## config.mk

```make
export PLATFORM = sky130hd
export DESIGN_NAME = mc_datapath_flat
export DESIGN_NICKNAME = d
export VERILOG_FILES = /design/src/rtl/mc_datapath_pkg.sv /design/src/rtl/mc_datapath_if.sv /design/src/rtl/mc_datapath_grf.sv /design/src/rtl/mc_datapath.sv /design/src/flat_wrapper.sv
export SDC_FILE = /design/constraint.sdc
export NUM_CORES = 2
export LEC_CHECK = 0
export ABC_CLOCK_PERIOD_IN_PS = 108200
export CORE_MARGIN = 2
export CORE_UTILIZATION = 60
export CTS_CLUSTER_DIAMETER = 40
export DETAILED_ROUTE_END_ITERATION = 8
export PLACE_DENSITY_LB_ADDON = 0.05
export SLEW_MARGIN = 20
export SYNTH_ARGS = -nofsm -noshare
export SYNTH_HDL_FRONTEND = slang
export SYNTH_SLANG_ARGS = --single-unit
```

## constraint.sdc

```tcl
create_clock -name clk -period 108.2 [get_ports clk]
set_clock_uncertainty 0.2 [all_clocks]
set_input_delay 16.23 -clock clk [delete_from_list [all_inputs] [get_ports clk]]
set_output_delay 16.23 -clock clk [all_outputs]
set_load 0.05 [all_outputs]
```

## src/rtl/mc_datapath_pkg.sv

```systemverilog
// ============================================================================
//  Module  : mc_defs (package)
//  Purpose : Opcodes, function codes, sequencer states, ALU ops and immediate
//            extension helper shared by the multi-cycle MIPS-subset core.
//  Rev     : 1.0  initial release
// ============================================================================
`default_nettype none

package mc_defs;

    localparam logic [5:0] OP_RTYPE = 6'h00;
    localparam logic [5:0] OP_JAL   = 6'h03;
    localparam logic [5:0] OP_BEQ   = 6'h04;
    localparam logic [5:0] OP_ORI   = 6'h0d;
    localparam logic [5:0] OP_LUI   = 6'h0f;
    localparam logic [5:0] OP_LW    = 6'h23;
    localparam logic [5:0] OP_SW    = 6'h2b;

    localparam logic [5:0] FN_SLL   = 6'h00;
    localparam logic [5:0] FN_JR    = 6'h08;
    localparam logic [5:0] FN_ADDU  = 6'h21;
    localparam logic [5:0] FN_SUBU  = 6'h23;

    localparam logic [2:0] S_FETCH  = 3'd0;
    localparam logic [2:0] S_DECODE = 3'd1;
    localparam logic [2:0] S_EXEC   = 3'd2;
    localparam logic [2:0] S_MEM    = 3'd3;
    localparam logic [2:0] S_WB     = 3'd4;

    typedef enum logic [2:0] {
        ALU_ADD = 3'd0,
        ALU_SUB = 3'd1,
        ALU_OR  = 3'd2,
        ALU_LUI = 3'd3,
        ALU_SLL = 3'd4
    } alu_op_e;

    typedef enum logic {
        EXT_ZERO = 1'b0,
        EXT_SIGN = 1'b1
    } ext_mode_e;

    function automatic logic [31:0] extend_imm(input logic [15:0] imm, input ext_mode_e mode);
        return (mode == EXT_SIGN) ? {{16{imm[15]}}, imm} : {16'h0000, imm};
    endfunction

endpackage

`default_nettype wire

```

## src/rtl/mc_datapath_if.sv

```systemverilog
// ============================================================================
//  Module  : mc_datapath_if
//  Purpose : Instruction/data memory handshakes plus the trace outputs of the
//            multi-cycle core. master = core side, slave = memory/trace side.
//  Rev     : 1.0  initial release
// ============================================================================
`default_nettype none

interface mc_datapath_if #(
    parameter int IM_AW = 12,
    parameter int DM_AW = 12
);
    logic             im_req;
    logic [IM_AW-1:0] im_addr;
    logic             im_ready;
    logic [31:0]      im_rdata;

    logic             dm_req;
    logic             dm_we;
    logic [DM_AW-1:0] dm_addr;
    logic [31:0]      dm_wdata;
    logic             dm_ready;
    logic [31:0]      dm_rdata;

    logic             wb_en;
    logic [4:0]       wb_reg;
    logic [31:0]      wb_data;
    logic [31:0]      pc_dbg;
    logic             retire;
    logic             illegal;

    modport master (
        output im_req, im_addr,
        input  im_ready, im_rdata,
        output dm_req, dm_we, dm_addr, dm_wdata,
        input  dm_ready, dm_rdata,
        output wb_en, wb_reg, wb_data, pc_dbg, retire, illegal
    );

    modport slave (
        input  im_req, im_addr,
        output im_ready, im_rdata,
        input  dm_req, dm_we, dm_addr, dm_wdata,
        output dm_ready, dm_rdata,
        input  wb_en, wb_reg, wb_data, pc_dbg, retire, illegal
    );
endinterface

`default_nettype wire

```

## src/rtl/mc_datapath_grf.sv

```systemverilog
// ============================================================================
//  Module  : mc_grf
//  Purpose : 32x32 general register file, two combinational read ports and
//            one clocked write port; $0 is never written so it reads as zero.
//  Rev     : 1.0  initial release
// ============================================================================
`default_nettype none

module mc_grf (
    input  wire logic        clk,
    input  wire logic        reset,
    input  wire logic [4:0]  i_ra1,
    input  wire logic [4:0]  i_ra2,
    output logic      [31:0] o_rd1,
    output logic      [31:0] o_rd2,
    input  wire logic        i_we,
    input  wire logic [4:0]  i_wa,
    input  wire logic [31:0] i_wd
);
    logic [31:0] r_regs [32];

    always_ff @(posedge clk or posedge reset) begin
        if (reset) begin
            for (int i = 0; i < 32; i++) begin
                r_regs[i] <= '0;
            end
        end else if (i_we && (i_wa != 5'd0)) begin
            r_regs[i_wa] <= i_wd;
        end
    end

    assign o_rd1 = r_regs[i_ra1];
    assign o_rd2 = r_regs[i_ra2];

endmodule

`default_nettype wire

```

## src/rtl/mc_datapath.sv

```systemverilog
// ============================================================================
//  Module  : mc_datapath
//  Purpose : Multi-cycle MIPS-subset core (FETCH/DECODE/EXEC/MEM/WB) with
//            req/ready handshakes to external instruction and data memories.
//  Rev     : 1.0  initial release
// ============================================================================
`default_nettype none

module mc_datapath
    import mc_defs::*;
#(
    parameter logic [31:0] RESET_PC = 32'h0000_3000,
    parameter int          IM_AW    = 12,
    parameter int          DM_AW    = 12
) (
    input  wire logic    clk,
    input  wire logic    reset,
    mc_datapath_if.master bus
);
    logic [2:0]  r_state;
    logic [31:0] r_pc;
    logic [31:0] r_pc_cur;
    logic [31:0] r_ir;
    logic [31:0] r_a;
    logic [31:0] r_b;
    logic [31:0] r_aluout;
    logic [31:0] r_mdr;

    logic [5:0]  w_op;
    logic [5:0]  w_funct;
    logic [4:0]  w_rs;
    logic [4:0]  w_rt;
    logic [4:0]  w_rd;
    logic [4:0]  w_shamt;
    logic [15:0] w_imm;
    logic        w_is_r;
    logic        w_addu;
    logic        w_subu;
    logic        w_sll;
    logic        w_jr;
    logic        w_ori;
    logic        w_lui;
    logic        w_lw;
    logic        w_sw;
    logic        w_beq;
    logic        w_jal;
    logic        w_legal;
    ext_mode_e   w_ext_mode;
    logic [31:0] w_ext;
    logic [31:0] w_alu_b;
    alu_op_e     w_alu_op;
    logic [31:0] w_alu_res;
    logic [31:0] w_rs_data;
    logic [31:0] w_rt_data;
    logic        w_wb_en;
    logic [4:0]  w_wb_reg;
    logic [31:0] w_wb_data;
    logic        w_retire;

    assign w_op    = r_ir[31:26];
    assign w_rs    = r_ir[25:21];
    assign w_rt    = r_ir[20:16];
    assign w_rd    = r_ir[15:11];
    assign w_shamt = r_ir[10:6];
    assign w_funct = r_ir[5:0];
    assign w_imm   = r_ir[15:0];

    assign w_is_r  = (w_op == OP_RTYPE);
    assign w_addu  = w_is_r && (w_funct == FN_ADDU);
    assign w_subu  = w_is_r && (w_funct == FN_SUBU);
    assign w_sll   = w_is_r && (w_funct == FN_SLL);
    assign w_jr    = w_is_r && (w_funct == FN_JR);
    assign w_ori   = (w_op == OP_ORI);
    assign w_lui   = (w_op == OP_LUI);
    assign w_lw    = (w_op == OP_LW);
    assign w_sw    = (w_op == OP_SW);
    assign w_beq   = (w_op == OP_BEQ);
    assign w_jal   = (w_op == OP_JAL);
    assign w_legal = w_addu | w_subu | w_sll | w_jr | w_ori | w_lui |
                     w_lw | w_sw | w_beq | w_jal;

    assign w_ext_mode = w_ori ? EXT_ZERO : EXT_SIGN;
    assign w_ext      = extend_imm(w_imm, w_ext_mode);
    assign w_alu_b    = w_is_r ? r_b : w_ext;

    always_comb begin
        w_alu_op = ALU_ADD;
        if (w_subu)     w_alu_op = ALU_SUB;
        else if (w_ori) w_alu_op = ALU_OR;
        else if (w_lui) w_alu_op = ALU_LUI;
        else if (w_sll) w_alu_op = ALU_SLL;
    end

    always_comb begin
        w_alu_res = '0;
        case (w_alu_op)
            ALU_ADD: w_alu_res = r_a + w_alu_b;
            ALU_SUB: w_alu_res = r_a - w_alu_b;
            ALU_OR:  w_alu_res = r_a | w_alu_b;
            ALU_LUI: w_alu_res = {w_imm, 16'h0000};
            ALU_SLL: w_alu_res = r_b << w_shamt;
            default: w_alu_res = '0;
        endcase
    end

    // jal links PC, which already holds the return address (PC+4)
    assign w_wb_en   = (r_state == S_WB);
    assign w_wb_reg  = w_is_r ? w_rd : (w_jal ? 5'd31 : w_rt);
    assign w_wb_data = w_lw ? r_mdr : (w_jal ? r_pc : r_aluout);

    mc_grf u_grf (
        .clk   (clk),
        .reset (reset),
        .i_ra1 (w_rs),
        .i_ra2 (w_rt),
        .o_rd1 (w_rs_data),
        .o_rd2 (w_rt_data),
        .i_we  (w_wb_en),
        .i_wa  (w_wb_reg),
        .i_wd  (w_wb_data)
    );

    always_comb begin
        w_retire = 1'b0;
        case (r_state)
            S_DECODE: w_retire = !w_legal;
            S_EXEC:   w_retire = w_beq | w_jr;
            S_MEM:    w_retire = w_sw & bus.dm_ready;
            S_WB:     w_retire = 1'b1;
            default:  w_retire = 1'b0;
        endcase
    end

    always_ff @(posedge clk or posedge reset) begin
        if (reset) begin
            r_state  <= S_FETCH;
            r_pc     <= RESET_PC;
            r_pc_cur <= RESET_PC;
            r_ir     <= '0;
            r_a      <= '0;
            r_b      <= '0;
            r_aluout <= '0;
            r_mdr    <= '0;
        end else begin
            case (r_state)
                S_FETCH: begin
                    if (bus.im_ready) begin
                        r_ir     <= bus.im_rdata;
                        r_pc_cur <= r_pc;
                        r_pc     <= r_pc + 32'd4;
                        r_state  <= S_DECODE;
                    end
                end
                S_DECODE: begin
                    r_a <= w_rs_data;
                    r_b <= w_rt_data;
                    if (w_jal)         r_state <= S_WB;
                    else if (!w_legal) r_state <= S_FETCH;
                    else               r_state <= S_EXEC;
                end
                S_EXEC: begin
                    r_aluout <= w_alu_res;
                    if (w_beq) begin
                        if (r_a == r_b) r_pc <= r_pc + {w_ext[29:0], 2'b00};
                        r_state <= S_FETCH;
                    end else if (w_jr) begin
                        r_pc    <= r_a;
                        r_state <= S_FETCH;
                    end else if (w_lw || w_sw) begin
                        r_state <= S_MEM;
                    end else begin
                        r_state <= S_WB;
                    end
                end
                S_MEM: begin
                    if (bus.dm_ready) begin
                        if (w_lw) begin
                            r_mdr   <= bus.dm_rdata;
                            r_state <= S_WB;
                        end else begin
                            r_state <= S_FETCH;
                        end
                    end
                end
                S_WB: begin
                    if (w_jal) r_pc <= {r_pc[31:28], r_ir[25:0], 2'b00};
                    r_state <= S_FETCH;
                end
                default: r_state <= S_FETCH;
            endcase
        end
    end

    // im_req is gated by reset so an in-flight fetch is abandoned immediately
    assign bus.im_req   = (r_state == S_FETCH) && !reset;
    assign bus.im_addr  = IM_AW'((r_pc - RESET_PC) >> 2);
    assign bus.dm_req   = (r_state == S_MEM);
    assign bus.dm_we    = (r_state == S_MEM) && w_sw;
    assign bus.dm_addr  = DM_AW'(r_aluout >> 2);
    assign bus.dm_wdata = r_b;
    assign bus.wb_en    = w_wb_en;
    assign bus.wb_reg   = w_wb_reg;
    assign bus.wb_data  = w_wb_data;
    assign bus.pc_dbg   = (r_state == S_FETCH) ? r_pc : r_pc_cur;
    assign bus.retire   = w_retire;
    assign bus.illegal  = (r_state == S_DECODE) && !w_legal;

endmodule

`default_nettype wire

```

## src/flat_wrapper.sv

```systemverilog
// flat-port wrapper written by rule: the top's interface ports become plain ports
module mc_datapath_flat import mc_defs::*;
#(
    parameter logic [31:0] RESET_PC = 32'h0000_3000,
    parameter int          IM_AW    = 12,
    parameter int          DM_AW    = 12
)
  (clk, reset, bus_im_req, bus_im_addr, bus_im_ready, bus_im_rdata, bus_dm_req, bus_dm_we, bus_dm_addr, bus_dm_wdata, bus_dm_ready, bus_dm_rdata, bus_wb_en, bus_wb_reg, bus_wb_data, bus_pc_dbg, bus_retire, bus_illegal);
  mc_datapath_if #(.IM_AW(IM_AW), .DM_AW(DM_AW)) bus_i ();
  input  wire logic clk;
  input  wire logic reset;
  output wire logic [$bits(bus_i.im_req)-1:0] bus_im_req;
  output wire logic [$bits(bus_i.im_addr)-1:0] bus_im_addr;
  input wire logic [$bits(bus_i.im_ready)-1:0] bus_im_ready;
  input wire logic [$bits(bus_i.im_rdata)-1:0] bus_im_rdata;
  output wire logic [$bits(bus_i.dm_req)-1:0] bus_dm_req;
  output wire logic [$bits(bus_i.dm_we)-1:0] bus_dm_we;
  output wire logic [$bits(bus_i.dm_addr)-1:0] bus_dm_addr;
  output wire logic [$bits(bus_i.dm_wdata)-1:0] bus_dm_wdata;
  input wire logic [$bits(bus_i.dm_ready)-1:0] bus_dm_ready;
  input wire logic [$bits(bus_i.dm_rdata)-1:0] bus_dm_rdata;
  output wire logic [$bits(bus_i.wb_en)-1:0] bus_wb_en;
  output wire logic [$bits(bus_i.wb_reg)-1:0] bus_wb_reg;
  output wire logic [$bits(bus_i.wb_data)-1:0] bus_wb_data;
  output wire logic [$bits(bus_i.pc_dbg)-1:0] bus_pc_dbg;
  output wire logic [$bits(bus_i.retire)-1:0] bus_retire;
  output wire logic [$bits(bus_i.illegal)-1:0] bus_illegal;
  assign bus_im_req = bus_i.im_req;
  assign bus_im_addr = bus_i.im_addr;
  assign bus_i.im_ready = bus_im_ready;
  assign bus_i.im_rdata = bus_im_rdata;
  assign bus_dm_req = bus_i.dm_req;
  assign bus_dm_we = bus_i.dm_we;
  assign bus_dm_addr = bus_i.dm_addr;
  assign bus_dm_wdata = bus_i.dm_wdata;
  assign bus_i.dm_ready = bus_dm_ready;
  assign bus_i.dm_rdata = bus_dm_rdata;
  assign bus_wb_en = bus_i.wb_en;
  assign bus_wb_reg = bus_i.wb_reg;
  assign bus_wb_data = bus_i.wb_data;
  assign bus_pc_dbg = bus_i.pc_dbg;
  assign bus_retire = bus_i.retire;
  assign bus_illegal = bus_i.illegal;
  mc_datapath #(.RESET_PC(RESET_PC), .IM_AW(IM_AW), .DM_AW(DM_AW)) u_core (.clk(clk), .reset(reset), .bus(bus_i));
endmodule
```

==> Word level (Yosys, flattened, before mapping) <==
Index checks and enable logic that the tools add are counted.
{ "classes": {"add_sub_neg": 5, "n_lt_le_gt_ge": 4, "n_eq_ne": 23, "shift": 1, "mux": 37, "bitwise": 16, "n_reduce_logical": 24} }
{ "op_table": {"columns": ["operator", "count"], "rows": [
  ["bitwise mux 1024 bit", 1],
  ["two-way mux 32 bit", 14],
  ["binary-select mux 32 bit (select 5 bit)", 2],
  ["demux 32 bit (select 5 bit)", 1],
  ["case mux 32 bit (5 select lines)", 1],
  ["case mux 32 bit (3 select lines)", 1],
  ["adder 32 bit", 2],
  ["two-way mux 3 bit", 11],
  ["adder 32 x 3 -> 32 bit, second input constant", 1],
  ["== test 32 bit", 1],
  ["bitwise OR 32 bit", 1],
  ["<< shifter 32 x 5 -> 32 bit", 1],
  ["subtractor 32 bit", 1],
  ["two-way mux 28 bit", 1],
  ["== test 6 bit, second input constant", 4],
  ["== test 6 x 4 -> 1 bit, second input constant", 3],
  ["greater-or-equal comparator 6 bit, second input constant", 3],
  ["inverter 5 -> 6 bit", 3],
  ["subtractor 14 bit, second input constant", 1],
  ["== test 3 x 2 -> 1 bit, second input constant", 4],
  ["zero test 6 bit", 2],
  ["case mux 3 bit (4 select lines)", 1],
  ["two-way mux 5 bit", 2],
  ["bitwise OR 1 bit", 10],
  ["23 further kinds", 38]
]} }
{ "word_totals": {"reg_bits": 1251, "in_bits": 68, "output_inout_bits": 131} }

==> Longest topological paths before layout <==
{ "depth": {"word_depth": 14, "depth_mapped": 25, "mapped_depth_nobuf": 19} }

==> Cells and area by module <==
Synthesis repeated with hierarchy kept, for this count alone.
{ "unflattened": {"cells_unflattened": 6606, "area_unflattened_um2": 74029.8} }
{ "modules_own_cells": {"columns": ["module", "instances", "cells_each", "area_per_inst_um2"], "rows": [
  ["mc_grf", 1, 4602, 55939.9],
  ["mc_datapath", 1, 2004, 18089.8]
]} }

==> Worst setup path after synthesis <==
No wires, ideal clock.
{ "synth_timing": {"kind": "input -> output", "start": "input port reset", "end": "output port bus_im_req", "arrival_time_ns": 17.679, "setup_slack_ns": 74.091, "cell_stages": 1, "path_buffers": 0, "cell_sequence": "nor4_1"} }
{ "synth_via": {"elab_chain_len": 2} }
{ "synth_rtl": {"columns": ["element", "line_no", "source"], "rows": [
  ["start: declaration", "flat_wrapper.sv:11", "input wire logic reset;"],
  ["zero test 1 bit (no source line)", null, null],
  ["logical AND 1 bit", "mc_datapath.sv:195", "assign bus.im_req = (r_state == S_FETCH) && !reset;"],
  ["end: declaration", "flat_wrapper.sv:12", "output wire logic [$bits(bus_i.im_req)-1:0] bus_im_req;"]
]} }
Every way passes these cells.

==> Worst setup path after layout <==
{ "layout_timing": {"start": "input port bus_dm_ready", "end": "output port bus_retire"} }
{ "layout_via": {"elab_chain_len": 2} }
{ "layout_rtl": {"columns": ["element", "line_no", "source"], "rows": [
  ["start: declaration", "flat_wrapper.sv:20", "input wire logic [$bits(bus_i.dm_ready)-1:0] bus_dm_ready;"],
  ["AND 1 bit", "mc_datapath.sv:128", "S_MEM: w_retire = w_sw & bus.dm_ready;"],
  ["case mux 1 bit (4 select lines)", "mc_datapath.sv:125", "case (r_state)"],
  ["end: declaration", "flat_wrapper.sv:26", "output wire logic [$bits(bus_i.retire)-1:0] bus_retire;"]
]} }
Every way passes these cells.

==> summary.md <==
| Metric | Value |
|---|---|
| Fin Setup TNS | 0 ns |
| Die X | between 300 and 400 um |
| Worst Tran Pin Value | around 1.2 ns |
| Area Growth Syn to Fin | 13.2% |
| # IOs | between 150 and 200 |
| Startpoint types | primary input |
| Final Setup Violations | 0 |
| CP dominant cell by count | clkdlybuf4s50_1 |
| Max incr delay on CP | 0.75 ns |
| Min cycle time layout | roughly 34 ns |
| Leak | around 34 nW |
| Req. time, crit path | between 90 and 100 ns |
| Yosys reg bits | ~1,300 |
| PwrDens | between 20 and 30 nW/um^2 |
| Worst Hold Depth | 0 |
| Placer Congestion | 1.03 |
| Outcome | finished clean |
| Routed Antenna Nets | 0 |
| Worst Path Max Fanout | 4 |
| Total grt overflow | 0 |
| Fin nets | 6,364 |
| Final cell utilization of the core | 0.686 |
| CP Capture Type | output port |
| Max Cap Viol | 0 |
| Initial cell density of the core | 0.606 |
| Synth unique cells | 95 |
| Synth Area in Compound Gates | 0.129 |
| Largest family of logic cells by synthesized area | multiplexers |
| Worst-case clock buffer depth | 3 |
| Critical Path AT | between 15 and 20 ns |
| Final hold violation count | 0 |
| Top Family by Delay on Critical Path | buffers and inverters |
| Post-synth EDFFs | 0 |
| DIE AREA | between 100,000 and 150,000 sq um |
| Worst-Skew Late Latency | a little over 0.8 ns |
| Area fraction of the dominant cell type after synthesis | 0.449 |
| Peak supply drop | about 0.056 mV |
| Fill cells | about 8,500 |
| First-pass GRT wire length | between 300,000 and 400,000 um |
| Total clock sinks | 1,251 |
| Max-Slew Margin vs Limit | 0.201 |
| Total stage count of the critical path | 4 |
| Initial DRC count | around 6,700 |
| Area contributors post-synth | dfrtp_1, mux4_2, o21ai_0 |
| WS Path Type | in -> out |
| Htree depth | 4 |
| Post-route setup slack | between 70 and 80 ns |
| Post-synthesis mux area share | 0.253 |
| Routed len/inst | 30.8 um |
| Most common cell after layout, fill and taps aside | dfrtp_1 |
| Ys async rst share | 1.00 |
| Crit share post-route | 0.317 |
| RSZ-0062 raised after global routing | no |
| Post-Synth Adder-Cell Area | 0.0121 |
| CTS root buf | clkbuf_16 |
| Syn Inst Count | roughly 6,400 |
| Post-synthesis xor/xnor area fraction | 0.0144 |
| Post-synthesis sequential area ratio | 0.451 |
| Die Y | roughly 340 um |
| Fraction of layout cells with a size suffix above 1 | 0.217 |
| Synth area leader | dfrtp_1 |
| Fmax | between 20 and 30 MHz |
| DP Wirelength | 147,000 um |
| Synth Area in Simple Gates | 0.100 |
| Slew Limit Fails | 0 |
| Critical path's slowest cell | clkdlybuf4s50_1 |
| Core area | 115,000 sq um |
| Yosys warnings | 0 |
| Via/cell ratio | between 6 and 7 |
| TritonCTS Buffers | about 170 |
| Clock transition at path regs | approximately 0.060 ns |
| Initial antenna violation count | 7 |
| Post-CTS Setup Bufs | 0 |
| R2R depth | 17 |
| Largest net degree at the start of global routing | around 170 |
| Syn Nets | 6,498 |
| Synth Area per Inst | roughly 11 sq um |
| Number of port buffers | slightly below 200 |
| Vias in the first global route | 52,600 |
| Hold WC Path Type | reg -> reg |
| DRC viols | 0 |
| Final WL | between 200,000 and 250,000 um |
| CTS tree | built |
| Dpl ws | about 74 ns |
| All-Layer GR Usage | 0.416 |
| Cell area after synthesis | about 70,000 sq um |
| Via count | between 50,000 and 60,000 |
| Critical-path cell list | clkdlybuf4s50_1 -> a211oi_1 -> o221ai_1 -> clkdlybuf4s50_1 |
| Standard-cell rows | 124 |
| Hold_buf cts | 0 |
| Resized cells post-CTS | 0 |
| Critical path buffers and inverters | 2 |
| Post-synth top flop | dfrtp_1 |
| Most frequent cells in the layout | dfrtp_1, nand2_1, o21ai_0 |
| First drt pass iteration count | 8 |
## area by class of cell
| type | instances | area, sq um | share of cell area |
|---|---|---|---|
| diodes | 2 | 5.00 | 0.0000636 |
| clock buffers | 211 | 4710 | 0.0598 |
| clock inverters | 114 | 1500 | 0.0191 |
| inverters | 64 | 248 | 0.00315 |
| multi-input cells | 4391 | 35700 | 0.454 |
| flip-flops and latches | 1251 | 31400 | 0.399 |
| well taps | 1512 | 1890 | 0.0241 |
| repair buffers | 349 | 3220 | 0.0410 |
## Yosys cell counts, types with 6 or more instances
library cell	count
nor2_1	181
nor4_1	16
a211oi_1	22
o221ai_1	8
o31ai_1	14
and3_1	21
o21a_1	11
nand3_1	32
a31oi_1	22
or2_2	6
nand2_2	21
buf_2	21
a221oi_1	15
dfrtp_1	1247
clkbuf_1	535
a211o_1	7
and2_1	11
nand2b_1	17
o211ai_1	10
nand4_1	25
xor2_1	42
or3_1	17
o21ai_0	1061
o21bai_1	8
mux2i_1	113
nor3_1	29
nand2_1	1224
o21ai_1	65
a222oi_1	7
buf_1	76
buf_4	23
ha_1	64
xnor2_1	72
inv_1	61
a21oi_1	267
a21o_1	34
mux2_2	132
a22oi_1	16
o22ai_1	20
mux4_2	663
nor2b_1	12
## worst reg2reg max path, cell delays in order (launching register included)
cell and delay, ns:
dfrtp_1 0.99, nor2_1 0.09, buf_4 0.24, nand2_4 0.40, a2bb2o_1 0.51, a31oi_1 0.42
or2_2 0.25, nor2_2 0.07, nor3_1 0.47, a21oi_1 0.09, ha_1 0.48, nand4_1 0.21
o21ai_0 0.54, nor3_1 0.17, a21oi_1 0.36, a21oi_1 0.24, or4b_2 0.64, nand3_1 0.11
## cell families after synthesis
kind of cell | Yosys count
simple gates | 1661
compound gates | 1641
flops | 1251
mux | 909
buf+inv | 722
xor+xnor | 114
fa+ha+maj | 66
## through the flow
| step | total power [mW] | cell area, sq um | hold slack, ns | instances |
|---|---|---|---|---|
| 6_report | 2.16 | 78700 | 0.193 | 7894 |
| 3_3_place_gp | 1.53 | 72400 | 0.176 | 7566 |
| 5_1_grt | 2.23 | 78600 | 0.204 | 7892 |
| 2_1_floorplan | 1.22 | 69500 | 0.239 | 6364 |
| 4_1_cts | 2.14 | 78600 | 0.196 | 7891 |
| 3_5_place_dp | 1.53 | 72400 | 0.184 | 7566 |
## power by group
part	total (mW)	switching [mW]	leakage [nW]	internal, mW
clock	0.603	0.235	2.99	0.368
sequential	0.659	0.136	17.1	0.523
combinational	0.895	0.563	13.4	0.332
total	2.16	0.934	33.5	1.22
## sequential cells by signal (all words and copies together), names as in the netlist
| name | cells |
|---|---|
| u_core.bus.dm_wdata | 32 |
| u_core.r_ir | 32 |
| u_core.r_aluout | 32 |
| u_core.u_grf.r_regs | 1024 |
| u_core.r_pc | 32 |
| u_core.r_mdr | 32 |
| u_core.r_state | 3 |
| u_core.r_pc_cur | 32 |
| u_core.r_a | 32 |
## layer usage
layer,part of all wire,wire [um],track usage,vias up
met5,0.000053,13,0,-
met4,0.061,14900,0.225,2
met3,0.11,27700,0.104,725
met2,0.44,107000,0.603,3304
met1,0.38,93500,0.586,27300
li1,-,-,-,23000
## worst paths after layout
check,endpoint,startpoint,slack [ns]
worst max-delay path,bus_retire,bus_dm_ready,73.90
worst min-delay path,u_core.u_grf.r_regs[1008],u_core.u_grf.r_regs[1008],0.19
worst max register to register,u_core.r_aluout[30],u_core.r_ir[27],101.66
worst min register to register,u_core.u_grf.r_regs[1008],u_core.u_grf.r_regs[1008],0.19
max in group asynchronous,u_core.u_grf.r_regs[822],reset,88.87
min in group asynchronous,u_core.r_ir[25],reset,15.80
(Power assumes the default switching activity.)
